### src/rtl/cordic_pkg.sv
// -----------------------------------------------------------------------------
// cordic_pkg
//   Shared constants and types for the rotational CORDIC front end.
//   THETA_W      width of angle / residual words
//   ANG_FRAC     fraction bits of the radian output (2^14 = 1 rad) and of the
//                quarter-turn in binary angle units (2^14 = pi/2)
//   PI_HALF_Q    round(pi/2 * 2^14), radians per quarter turn
//   QUARTER_TURN binary angle of +pi/2
//   quad_t       quadrant code taken from the two angle MSBs
// -----------------------------------------------------------------------------
package cordic_pkg;

  localparam int THETA_W  = 16;
  localparam int ANG_FRAC = 14;
  localparam int PI_HALF_Q = 25736;

  localparam logic signed [THETA_W-1:0] QUARTER_TURN = 16'sd16384;

  typedef enum logic [1:0] {
    Q0 = 2'b00,
    Q1 = 2'b01,
    Q2 = 2'b10,
    Q3 = 2'b11
  } quad_t;

endpackage

### src/rtl/rotational_cordic_prerotate_if.sv
// -----------------------------------------------------------------------------
// rotational_cordic_prerotate_if
//   Stream bus of the CORDIC pre-rotation stage: one input beat channel
//   (vector + binary angle) and one output beat channel (pre-rotated vector,
//   residual angle in radians, quadrant).
//   slave  : the pre-rotation block (consumes input beats, produces output)
//   master : the environment driving beats in and accepting them out
// -----------------------------------------------------------------------------
interface rotational_cordic_prerotate_if
  import cordic_pkg::*;
#(
  parameter int N = 15
);

  // input channel
  logic                      in_valid;
  logic                      in_ready;
  logic signed [N:0]         x_in;
  logic signed [N:0]         y_in;
  logic signed [THETA_W-1:0] ang_in;

  // output channel
  logic                      out_valid;
  logic                      out_ready;
  logic signed [N:0]         x_out;
  logic signed [N:0]         y_out;
  logic signed [THETA_W-1:0] theta_out;
  logic [1:0]                quad_out;

  modport slave (
    input  in_valid, x_in, y_in, ang_in, out_ready,
    output in_ready, out_valid, x_out, y_out, theta_out, quad_out
  );

  modport master (
    output in_valid, x_in, y_in, ang_in, out_ready,
    input  in_ready, out_valid, x_out, y_out, theta_out, quad_out
  );

endinterface

### src/rtl/cordic_pipe_reg.sv
// -----------------------------------------------------------------------------
// cordic_pipe_reg
//   One valid/ready pipeline register holding a payload of type T.
//   The register loads whenever it is empty or its content is being taken
//   downstream in the same cycle, so bubbles collapse and a full pipeline keeps
//   one beat per cycle. in_ready is combinational from out_ready.
//   Ports:
//     clk, reset            clock, synchronous active-high reset
//     in_valid/in_ready     upstream handshake,  in_data  payload in
//     out_valid/out_ready   downstream handshake, out_data payload out
// -----------------------------------------------------------------------------
module cordic_pipe_reg #(
  parameter type T = logic [7:0]
) (
  input  logic clk,
  input  logic reset,
  input  logic in_valid,
  output logic in_ready,
  input  T     in_data,
  output logic out_valid,
  input  logic out_ready,
  output T     out_data
);

  logic valid_r;
  T     data_r;

  assign in_ready  = !valid_r || out_ready;
  assign out_valid = valid_r;
  assign out_data  = data_r;

  // Stage register: take a new beat (or a bubble) whenever the slot frees up;
  // payload only changes on a real beat so a drained register keeps its value.
  always_ff @(posedge clk) begin
    if (reset) begin
      valid_r <= 1'b0;
      data_r  <= '0;
    end else if (in_ready) begin
      valid_r <= in_valid;
      if (in_valid) begin
        data_r <= in_data;
      end
    end
  end

endmodule

### src/rtl/rotational_cordic_prerotate.sv
// -----------------------------------------------------------------------------
// rotational_cordic_prerotate
//   Input stage of the rotational CORDIC pipeline, directly upstream of stage 0.
//   S1 folds the full-circle binary angle into [-pi/2, pi/2) with an exact
//   +-90 degree vector rotation; S2 converts the residual binary angle to
//   radians at 2^14 = 1 rad. Two registered stages with valid/ready flow
//   control; latency 2, throughput 1 beat per cycle.
//   Parameters:
//     N          data MSB index (x/y are N+1 bits signed)
//     PI_HALF_Q  round(pi/2 * 2^14)
//     ROUND      1: round-half-up on radian conversion, 0: floor
//   Ports:
//     clk    single clock, all state on posedge
//     reset  synchronous, active-high; drops every in-flight beat
//     bus    stream interface (slave side): in_valid/in_ready, x_in, y_in,
//            ang_in (2^15 = pi) -> out_valid/out_ready, x_out, y_out,
//            theta_out (2^14 = 1 rad), quad_out (ang_in[15:14] of the beat)
// -----------------------------------------------------------------------------
module rotational_cordic_prerotate
  import cordic_pkg::*;
#(
  parameter int N         = 15,
  parameter int PI_HALF_Q = cordic_pkg::PI_HALF_Q,
  parameter bit ROUND     = 1'b1
) (
  input logic                          clk,
  input logic                          reset,
  rotational_cordic_prerotate_if.slave bus
);

  // One beat through the pipe. In S1 `ang` is the residual binary angle,
  // in S2 the same field carries the converted radian value.
  typedef struct packed {
    logic signed [N:0]         x;
    logic signed [N:0]         y;
    logic signed [THETA_W-1:0] ang;
    quad_t                     quad;
  } beat_t;

  localparam logic signed [31:0] PI_HALF_W = 32'(PI_HALF_Q);
  // Half an output LSB before the shift turns floor into round-half-up.
  localparam logic signed [31:0] RND_W     = ROUND ? 32'sd8192 : 32'sd0;

  // Two's complement negation with the single overflow case clamped:
  // -(-2^N) becomes 2^N - 1.
  function automatic logic signed [N:0] sat_neg(input logic signed [N:0] v);
    logic signed [N:0] most_neg;
    most_neg = {1'b1, {N{1'b0}}};
    if (v == most_neg) begin
      return {1'b0, {N{1'b1}}};
    end else begin
      return -v;
    end
  endfunction

  quad_t              quad_s;
  beat_t              s1_in_s;
  beat_t              s1_out_s;
  beat_t              s2_in_s;
  beat_t              s2_out_s;
  logic               s1_valid_s;
  logic               s2_ready_s;
  logic signed [31:0] ang_ext_s;
  logic signed [31:0] prod_s;
  logic signed [31:0] sum_s;
  logic               unused_sum_bits_s;

  // Fold: quadrants 01 and 10 are rotated by -/+90 degrees so the residual
  // stays inside [-pi/2, pi/2); quadrants 00 and 11 already are.
  always_comb begin
    quad_s       = quad_t'(bus.ang_in[THETA_W-1 -: 2]);
    s1_in_s.quad = quad_s;
    s1_in_s.x    = bus.x_in;
    s1_in_s.y    = bus.y_in;
    s1_in_s.ang  = bus.ang_in;
    case (quad_s)
      Q1: begin
        s1_in_s.x   = sat_neg(bus.y_in);
        s1_in_s.y   = bus.x_in;
        s1_in_s.ang = bus.ang_in - QUARTER_TURN;
      end
      Q2: begin
        s1_in_s.x   = bus.y_in;
        s1_in_s.y   = sat_neg(bus.x_in);
        s1_in_s.ang = bus.ang_in + QUARTER_TURN;
      end
      Q0, Q3: begin
        s1_in_s.x   = bus.x_in;
        s1_in_s.y   = bus.y_in;
        s1_in_s.ang = bus.ang_in;
      end
      default: begin
        s1_in_s.x   = bus.x_in;
        s1_in_s.y   = bus.y_in;
        s1_in_s.ang = bus.ang_in;
      end
    endcase
  end

  cordic_pipe_reg #(
    .T (beat_t)
  ) u_s1 (
    .clk       (clk),
    .reset     (reset),
    .in_valid  (bus.in_valid),
    .in_ready  (bus.in_ready),
    .in_data   (s1_in_s),
    .out_valid (s1_valid_s),
    .out_ready (s2_ready_s),
    .out_data  (s1_out_s)
  );

  // Convert: residual quarter-turn fraction times pi/2 gives radians; the
  // residual is bounded by 2^14 so the product fits 32 bits and the shifted
  // result fits 16 bits without saturation.
  always_comb begin
    ang_ext_s         = {{(32-THETA_W){s1_out_s.ang[THETA_W-1]}}, s1_out_s.ang};
    prod_s            = ang_ext_s * PI_HALF_W;
    sum_s             = prod_s + RND_W;
    s2_in_s.x         = s1_out_s.x;
    s2_in_s.y         = s1_out_s.y;
    s2_in_s.quad      = s1_out_s.quad;
    // bits [ANG_FRAC +: THETA_W] are exactly (sum >>> ANG_FRAC) truncated
    s2_in_s.ang       = sum_s[ANG_FRAC +: THETA_W];
    unused_sum_bits_s = ^{sum_s[31:ANG_FRAC+THETA_W], sum_s[ANG_FRAC-1:0]};
  end

  cordic_pipe_reg #(
    .T (beat_t)
  ) u_s2 (
    .clk       (clk),
    .reset     (reset),
    .in_valid  (s1_valid_s),
    .in_ready  (s2_ready_s),
    .in_data   (s2_in_s),
    .out_valid (bus.out_valid),
    .out_ready (bus.out_ready),
    .out_data  (s2_out_s)
  );

  // outputs come straight from the S2 register
  assign bus.x_out     = s2_out_s.x;
  assign bus.y_out     = s2_out_s.y;
  assign bus.theta_out = s2_out_s.ang;
  assign bus.quad_out  = s2_out_s.quad;

endmodule
### src/flat_wrapper.sv
// flat-port wrapper written by rule: the top's interface ports become plain ports
module rotational_cordic_prerotate_flat import cordic_pkg::*;
#(
  parameter int N         = 15,
  parameter int PI_HALF_Q = cordic_pkg::PI_HALF_Q,
  parameter bit ROUND     = 1'b1
)
  (clk, reset, bus_in_valid, bus_x_in, bus_y_in, bus_ang_in, bus_out_ready, bus_in_ready, bus_out_valid, bus_x_out, bus_y_out, bus_theta_out, bus_quad_out);
  rotational_cordic_prerotate_if #(.N(N)) bus_i ();
  input logic clk;
  input logic reset;
  input wire logic [$bits(bus_i.in_valid)-1:0] bus_in_valid;
  input wire logic [$bits(bus_i.x_in)-1:0] bus_x_in;
  input wire logic [$bits(bus_i.y_in)-1:0] bus_y_in;
  input wire logic [$bits(bus_i.ang_in)-1:0] bus_ang_in;
  input wire logic [$bits(bus_i.out_ready)-1:0] bus_out_ready;
  output wire logic [$bits(bus_i.in_ready)-1:0] bus_in_ready;
  output wire logic [$bits(bus_i.out_valid)-1:0] bus_out_valid;
  output wire logic [$bits(bus_i.x_out)-1:0] bus_x_out;
  output wire logic [$bits(bus_i.y_out)-1:0] bus_y_out;
  output wire logic [$bits(bus_i.theta_out)-1:0] bus_theta_out;
  output wire logic [$bits(bus_i.quad_out)-1:0] bus_quad_out;
  assign bus_i.in_valid = bus_in_valid;
  assign bus_i.x_in = bus_x_in;
  assign bus_i.y_in = bus_y_in;
  assign bus_i.ang_in = bus_ang_in;
  assign bus_i.out_ready = bus_out_ready;
  assign bus_in_ready = bus_i.in_ready;
  assign bus_out_valid = bus_i.out_valid;
  assign bus_x_out = bus_i.x_out;
  assign bus_y_out = bus_i.y_out;
  assign bus_theta_out = bus_i.theta_out;
  assign bus_quad_out = bus_i.quad_out;
  rotational_cordic_prerotate #(.N(N), .PI_HALF_Q(PI_HALF_Q), .ROUND(ROUND)) u_core (.clk(clk), .reset(reset), .bus(bus_i));
endmodule
### config.mk
export PLATFORM = sky130hd
export DESIGN_NAME = rotational_cordic_prerotate_flat
export DESIGN_NICKNAME = d
export VERILOG_FILES = /design/src/rtl/cordic_pkg.sv /design/src/rtl/rotational_cordic_prerotate_if.sv /design/src/rtl/cordic_pipe_reg.sv /design/src/rtl/rotational_cordic_prerotate.sv /design/src/flat_wrapper.sv
export SDC_FILE = /design/constraint.sdc
export NUM_CORES = 1
export LEC_CHECK = 0
export BUFFER_PORTS_ARGS = -buffer_cell sky130_fd_sc_hd__buf_4
export CAP_MARGIN = 20
export CORE_MARGIN = 2
export CORE_UTILIZATION = 50
export CTS_BUF_LIST = sky130_fd_sc_hd__clkbuf_16
export CTS_CLUSTER_DIAMETER = 150
export DETAILED_ROUTE_END_ITERATION = 6
export PLACE_DENSITY = 0.71
export SLEW_MARGIN = 20
export SYNTH_ARGS = -nofsm -noshare
export SYNTH_HDL_FRONTEND = slang
export SYNTH_SLANG_ARGS = --single-unit
### constraint.sdc
create_clock -name clk -period 6 [get_ports clk]
set_clock_uncertainty 0.15 [all_clocks]
set_input_delay 0.6 -clock clk [delete_from_list [all_inputs] [get_ports clk]]
set_output_delay 0.6 -clock clk [all_outputs]
set_load 0.02 [all_outputs]
==> results.md, run 1 <==
- The accumulated negative setup slack is 0 ps.
- The type of the setup path with the least slack is reg -> reg.
- The detailed-route wire length is 18460 um.
- The post-CTS setup-driven buffer insertion count is 0.
- The leakage power is 3.882 nW.
- Ranked by instance count, the synthesized netlist is headed by nand2_1, a21oi_1, dfxtp_1.
- The detailed-route DRC error count is 0.
- The maximum ir drop on the vdd rail is ~0.18 mV.
- The floorplan die area is 16510 um^2.
- Entering global routing, the biggest net connects 105 pins.
- Yosys attributes the largest share of cell area to dfxtp_1, ha_1, fa_1.
- Setup violations remaining at the end of the flow were counted as 0.
- Among all flip-flop cells after synthesis, the most frequent one is dfxtp_1.
- The tree is rooted in a clkbuf_16.
- The post-synthesis net count is 1100.
- Fill cells in the final layout number 1425.
- The largest single stage delay on the critical path is around 530 ps.
- The run finished with clean final reports.
- For the worst setup path, the data required time is slightly above 6000 ps.
- The worst setup path is captured at a flip-flop.
- The number of different library cells in the post-synthesis netlist is 72.
- The share of layout cells above drive strength 1 is 0.1546.
- Counting flops and latches in the post-synthesis netlist gives 102.
- The average routed wire per standard cell is 15.42 um.
- The initial standard-cell utilization of the core is 0.5116.
- Averaged over all synthesized cells, the footprint is 8.261 um^2.
- The detailed router's first-iteration violation count is 520.
- The clock reaches the later pin of the worst-skew pair after around 360 ps.
- The number of hold violations in the final report is 0.
- The initial antenna violation count came to 0.
- The post-route clock period utilization is 0.9390.
- The floorplan row count is 45.
- The count of hold buffers inserted by post-cts repair is 0.
- The height of the die is 128.5 um.
- The smallest setup slack after layout is 365.9 ps.
- The max-cap check violation count is 0.
- The repair_antennas step left the layout with diodes totalling 0.
- The number of cells produced by synthesis is 938.
- The synthesized design contains 0 enable-type register cells.
- The signal on the critical path passes through ha_1, inv_1, fa_1, inv_1, fa_1, fa_1, ha_1, ha_1, a21o_1, o32a_2, a31oi_4, xnor2_1, and2_0, and4b_1, nand3_1, a2111oi_2, xor2_1, a211oi_1.
- The routability congestion estimate is ~0.89.
- The via count of the first global-routing pass is 6248.
- The multi-input combinational cell area is 5339 um^2.
- The clock net in this run drives a total of 102 sinks.
- The final max-slew violation count is 0.
- The achievable frequency is between 150 and 200 MHz.
- Across every metal layer, demand over resource in global routing totals 0.2294.
- The kind of path behind the tightest hold check is reg -> reg.
- The worst slew slack as a fraction of its limit is 0.2666.
- The fraction of post-synthesis cell area in the top cell type by area is 0.2635.
- In this run the cell area of the synthesized design comes to a little under 8000 um^2.
- Summing all flip-flop and latch instances after layout gives 2042 um^2.
- For this run, the register share of the synthesized area comes to 0.2635.
- The first global-routing pass estimated 30720 um of wire.
- By instance count, the leading cell after synthesis is nand2_1.
- The shortest clock period the worst path allows after layout is approximately 5600 ps.
- The power density normalized to cell area is 262.6 nW/um^2.
- For this run, the number of Yosys warnings is 0.
- The transition time of the tightest slew-check pin is about 1100 ps.
- The share of flip-flops with an asynchronous set or reset is 0.
- The clock passes through at most 2 buffers.
- In this run the worst path has a maximum fanout of 7.
- The count of nets left with antenna violations once routing finished came out at 0.
- The routed layout has 6822 vias.
- The core box area is approximately 15000 um^2.
- Measured along the x axis, the die boundary spans roughly 130 um.
- In this run the number of H-tree levels came out at 3.
- At the end of the flow, the number of nets in the layout was 1166.
- The clock-pin slew reported for the worst setup and hold paths after clock tree synthesis is 70 ps.
- The cell type of the slowest stage on the worst timing path is fa_1.
- In this run, CTS created clock tree buffers numbering 9.
- The kind of start point of the critical path is a flip-flop.
- For this run the aggregate overflow at the end of global routing stands at 0.
- Compared with the post-synthesis result, the final layout area differs by 15.05%.
- 104 I/O pins were placed.
- At the worst endpoint, the arrival time is 5750 ps.
- The number of input and output port buffers inserted is 103.
- The number of optimization iterations in the first detailed-route pass is 5.
- Before CTS, the worst setup slack after placement is roughly 390 ps.
- The detailed-placement wirelength estimate is 13730 um.
- TritonCTS built the clock tree.
- The synthesized design spends more area on one cell type than any other, namely dfxtp_1.
- Dividing the detail-routed via count by the number of cells gives 5.699.
- Setup repair after global routing left no endpoint under its margin.
- In this run, post-CTS repair resized a total of 0 instances.
==> registers in the layout, summed over array words and instances (netlist names) <==
register / cells
u_core.u_s2.out_valid: 1
u_core.u_s1.out_data: 50
u_core.u_s1.out_valid: 1
u_core.u_s2.out_data: 50
==> stage by stage <==
step / std cells / total power, W / hold WS [ps] / area (um^2) / util
3_3_place_gp: 1181 / 0.001724 / 289.6 / 8602 / 0.5679
5_1_grt: 1197 / 0.002516 / 322.1 / 8915 / 0.5886
4_1_cts: 1197 / 0.002359 / 305.1 / 8914 / 0.5885
2_1_floorplan: 938 / 0.001511 / 278.8 / 7749 / -
3_5_place_dp: 1181 / 0.001733 / 295.1 / 8602 / 0.5679
6_report: 1197 / 0.002341 / 299.1 / 8915 / 0.5886
==> final timing paths <==
path,from,endpoint,slack [ps],cells after the start
setup / recovery,u_core.u_s1.out_data[3]$_SDFFE_PP0P_,u_core.u_s2.out_data[17]$_SDFFE_PP0P_,370,18
hold / removal,u_core.u_s1.out_data[23]$_SDFFE_PP0P_,u_core.u_s2.out_data[23]$_SDFFE_PP0P_,300,2
setup reg to reg,u_core.u_s1.out_data[3]$_SDFFE_PP0P_,u_core.u_s2.out_data[17]$_SDFFE_PP0P_,370,18
hold reg to reg,u_core.u_s1.out_data[23]$_SDFFE_PP0P_,u_core.u_s2.out_data[23]$_SDFFE_PP0P_,300,2
==> placed cells by master, fill, tap and decap left out, types with 11 or more instances in the layout <==
master / instances
xnor2_1: 34
nor3_1: 17
o21ai_0: 26
nor2_1: 56
a221oi_1: 18
dfxtp_1: 102
a211oi_1: 20
xor2_1: 28
nand3_1: 11
ha_1: 75
fa_1: 35
inv_1: 43
buf_4: 110
nand2_1: 184
a21oi_1: 105
==> routing by layer <==
layer  global-route usage  part of all wire  vias up
met5                    0                 0        -
met4              0.05371             0.013        0
met3              0.03035             0.057       22
met2               0.3523              0.43      172
met1               0.3437              0.50     3227
li1                     -                 -     3401
==> worst max-delay path, delay by kind of cell (launching register included) <==
family | cells | cell delay [ps]
AOI/OAI and AO/OA | 5 | 1540
buffers and inverters | 2 | 100
DFF | 1 | 360
adders and majority gates | 6 | 2450
xor gates and xnor gates | 2 | 310
and+or+nand+nor | 3 | 610
==> kinds of logic (layout without fill, tap and decap cells) <==
group / count (synthesis) / after routing / synth area share
flip-flops: 102 / 102 / 0.2635
adder cells (fa/ha/maj): 110 / 110 / 0.2115
multiplexers: 10 / 10 / 0.01405
AND/OR/NAND/NOR: 316 / 316 / 0.1776
XOR/XNOR: 63 / 63 / 0.07218
buffers and inverters: 98 / 169 / 0.04892
AO/OA/AOI/OAI: 239 / 239 / 0.2122
==> area by class of cell <==
cell class	count	share of cell area
well taps	188	0.02639
flip-flops and latches	102	0.2291
repair buffers	110	0.09263
clock buffers	9	0.02526
multi-input cells	738	0.5989
inverters	43	0.01811
clock inverters	7	0.009684
==> power by group <==
part / total [W] / switching (W) / internal, W
combinational: 0.000966 / 0.000558 / 0.000408
clock: 0.000620 / 0.000286 / 0.000334
sequential: 0.000756 / 0.0000373 / 0.000718
Power figures use the tool's default switching activity.
==> inputs of run 2 (changes only) <==
--- a/config.mk
+++ b/config.mk
@@ -13,6 +13,7 @@
 export CTS_CLUSTER_DIAMETER = 150
 export DETAILED_ROUTE_END_ITERATION = 6
 export PLACE_DENSITY = 0.71
+export RECOVER_POWER = 25
 export SLEW_MARGIN = 20
 export SYNTH_ARGS = -nofsm -noshare
 export SYNTH_HDL_FRONTEND = slang
==> run 2 against run 1 <==
Sequential share of layout area grew 0.35 points. Clock-buffer cell count stayed put. Worst hold slack hardly changed. Maximum frequency hardly changed. Critical path type unchanged. Non-clock buffer count unchanged. Clock power about the same. Combinational power is 0.9% lower. Highest routed layer unchanged. Sequential cell count is the same. Core utilization shrank 0.89 points. Critical path depth unchanged. Via count shrank 0.50%. Wire length grew 0.29%. Largest power group unchanged.
==> results.md, run 2 (same netlist as run 1, synthesis figures left out) <==
- The kind of start point of the critical path is a flip-flop.
- The number of cells upsized or downsized after cts is 0.
- The cell depth of the worst min-delay path is 2.
- Counting the fill cells in the layout gives ~1500.
- In this run, the number of DRC markers left after iteration 0 of detailed routing was ~560.
- The initial utilization of the core area, before any placement, comes to 0.5116.
- Of the total power, combinational logic draws 0.410.
- At the end of the flow the core is filled with cells to 0.5797.
- The number of optimization iterations in the first detailed-route pass is 6.
- In this run the register-to-register setup slack is 370 ps.
- Relative to the synthesized area, the layout overhead comes to 13.31%.
- The clock insertion delay at the later pin of the skew report is 360 ps.
- The accumulated negative setup slack is 0 ps.
- The detailed-placement wirelength estimate is between 10000 and 15000 um.
- The final cell count without fillers is 1197.
- TritonCTS built the clock tree.
- For the pin with the worst max-slew slack, the measured transition is ~1100 ps.
- The number of hold violations in the final report came to 0.
- The number of H-tree branching levels is 3.
- Registers take 2042 um^2.
- The final layout contains 1166 nets.
- The worst path in the final design needs a cycle of 5629 ps, including I/O delays and setup.
- The endpoint arrival time on the critical path is 5740 ps.
- In this run the tightest slew margin relative to its limit is 0.2664.
- The instance area at placement is 8602 um^2.
- The worst setup path startpoint is u_core.u_s1.out_data[3]$_SDFFE_PP0P_.
- The height of the die is 128.5 um.
- The type of the setup path with the least slack is reg -> reg.
- The longest clock path from root to sink contains 2 buffers.
- The sequential cell fraction of total power is 0.324.
- STA classifies the critical path endpoint as a flip-flop.
- After routing the design area is around 9000 um^2.
- The die covers 16510 um^2.
- The buffers plus inverters on the worst setup path is 2.
- Internal power comes to ~0.0015 W.
- The initial antenna violation count is 0.
- The average routed wire per standard cell is 15.47 um.
- Of all nets on the critical path, the largest fanout is 7.
- The cell type group with the largest total delay on the critical path is adder cells.
- For this design the static power due to leakage is 3.731 nW.
- The max-cap check violation count is 0.
- Of the total power, the clock network draws 0.266.
- In the global route stage, overall resource usage came out at 0.2294.
- The worst register-to-register path begins at u_core.u_s1.out_data[3]$_SDFFE_PP0P_.
- The flow ran to the end, and the final reports show no timing, DRC or antenna violations.
- The initialized floorplan defines 45 standard-cell rows.
- The power density normalized to cell area is about 270 nW/um^2.
- The biggest cell delay along the critical path is 530 ps.
- Counting the buffers created by CTS gives 9.
- The switching part of the total is 0.3782.
- The path class of the tightest hold or removal check is reg -> reg.
- The final number of setup-violating endpoints is 0.
- The CTS sink count is 102.
- The tightest hold margin is 299.6 ps.
- In the layout the commonest cells are nand2_1, a21oi_1, dfxtp_1, ha_1, buf_4.
- The total number of vias is 6788.
- Pin placement for this block handled 104 I/O pins.
- The critical path runs through a total of 18 cells.
- The count of cells along the worst register-to-register path is 18.
- The data required time at the worst endpoint is 6110 ps.
- The count of hold buffers inserted by post-cts repair is 0.
- In the final layout, the multi-input gates occupy 5339 um^2.
- The core box area is 15150 um^2.
- Timing would allow up to 177.6 MHz.
- The largest net degree at the start of global routing is 105.
- Port buffering added 103 buffers.
- The count of nets left with antenna violations after detail routing is 0.
- After clock tree synthesis, the clock-pin slew on the worst setup and hold paths is ~70 ps.
- The routability congestion estimate is 0.8942.
- The library cell used most frequently in the layout, excluding fill and tap cells, is nand2_1.
- The total placed cells including tap cells is approximately 1200.
- The first global-routing pass estimated about 30000 um of wire.
- The critical path goes through ha_1, inv_1, fa_1, inv_1, fa_1, fa_1, ha_1, ha_1, a21o_1, o32a_2, a31oi_4, xnor2_1, and2_0, and4b_1, nand3_1, a2111oi_2, xor2_1, a211oi_1.
- Across the VDD grid, the largest voltage drop is roughly 0.17 mV.
- After detailed routing, the total wire length is around 19000 um.
- In this run the horizontal extent of the chip is 128.5 um.
- The post-CTS setup-driven buffer insertion count is 0.
- The worst flop-to-flop path endpoint is u_core.u_s2.out_data[17]$_SDFFE_PP0P_.
- The total net switching power is 0.0008826 W.
- Among all stages on the critical path, the largest delay is contributed by fa_1.
- The repair_antennas step left the layout with diodes totalling 0.
- Setup repair after global routing left no endpoint under its margin.
- In the finished design, the share of the clock period the worst path needs comes to 0.9382.
- In this run the clock root is driven by a clkbuf_16.
- The detailed-route DRC error count is 0.
- In this run the worst setup path terminates at u_core.u_s2.out_data[17]$_SDFFE_PP0P_.
- The final max-slew violation count is 0.
- The via count of the first global-routing pass was 6248.
- For this run the aggregate overflow at the end of global routing stands at 0.
- The detailed-route vias per instance is 5.671.
- The share of layout cells above drive strength 1 is 0.1189.
run 2: tightest hold or removal path: stages, from the launching register on:
cell	delay (ps)
dfxtp_1	310
nand2_1	50
a21oi_1	50
run 2: per-stage QoR:
| stage | power, W | setup WS, ps |
|---|---|---|
| after global placement | 0.001724 | 468.4 |
| final | 0.002334 | 370.8 |
| after global routing | 0.002506 | 102.3 |
| after detailed placement | 0.001733 | 390.7 |
| after floorplan | 0.001511 | 703.6 |
| after CTS | 0.002359 | 370.8 |
run 2: power by group through the flow:
stage / clock network, W / registers, W / logic [W]
2_1_floorplan: 0 / 0.000785 / 0.000727
3_3_place_gp: 0 / 0.000770 / 0.000954
3_5_place_dp: 0 / 0.000772 / 0.000961
4_1_cts: 0.000631 / 0.000756 / 0.000972
5_1_grt: 0.000661 / 0.000762 / 0.00108
6_report: 0.000621 / 0.000755 / 0.000957
run 2: metal layers:
layer / vias to the layer above / GRT usage / wire length, um
met5: - / 0 / 0
li1: 3402 / - / -
met4: 0 / 0.05371 / 198
met3: 18 / 0.03035 / 1021
met2: 171 / 0.3523 / 8073
met1: 3197 / 0.3437 / 9221
run 2: area by class of cell:
cell class | instances | area share
multi-input combinational | 738 | 0.6081
sequential | 102 | 0.2326
timing repair buffer | 110 | 0.07867
tap | 188 | 0.02679
clock buffer | 9 | 0.02565
inverter | 43 | 0.01838
clock inverter | 7 | 0.009833
run 2: worst min-delay path by stage:
| stage | start | to | slack (ps) |
|---|---|---|---|
| after floorplan | u_core.u_s1.out_data[49]$_SDFFE_PP0P_ | u_core.u_s2.out_data[49]$_SDFFE_PP0P_ | 280 |
| after global placement | u_core.u_s1.out_data[33]$_SDFFE_PP0P_ | u_core.u_s2.out_data[33]$_SDFFE_PP0P_ | 290 |
| after detailed placement | u_core.u_s1.out_data[23]$_SDFFE_PP0P_ | u_core.u_s2.out_data[23]$_SDFFE_PP0P_ | 300 |
| after CTS | u_core.u_s1.out_data[27]$_SDFFE_PP0P_ | u_core.u_s1.out_data[27]$_SDFFE_PP0P_ | 310 |
| after global routing | u_core.u_s1.out_data[22]$_SDFFE_PP0P_ | u_core.u_s2.out_data[22]$_SDFFE_PP0P_ | 320 |
| final | u_core.u_s1.out_data[23]$_SDFFE_PP0P_ | u_core.u_s2.out_data[23]$_SDFFE_PP0P_ | 300 |
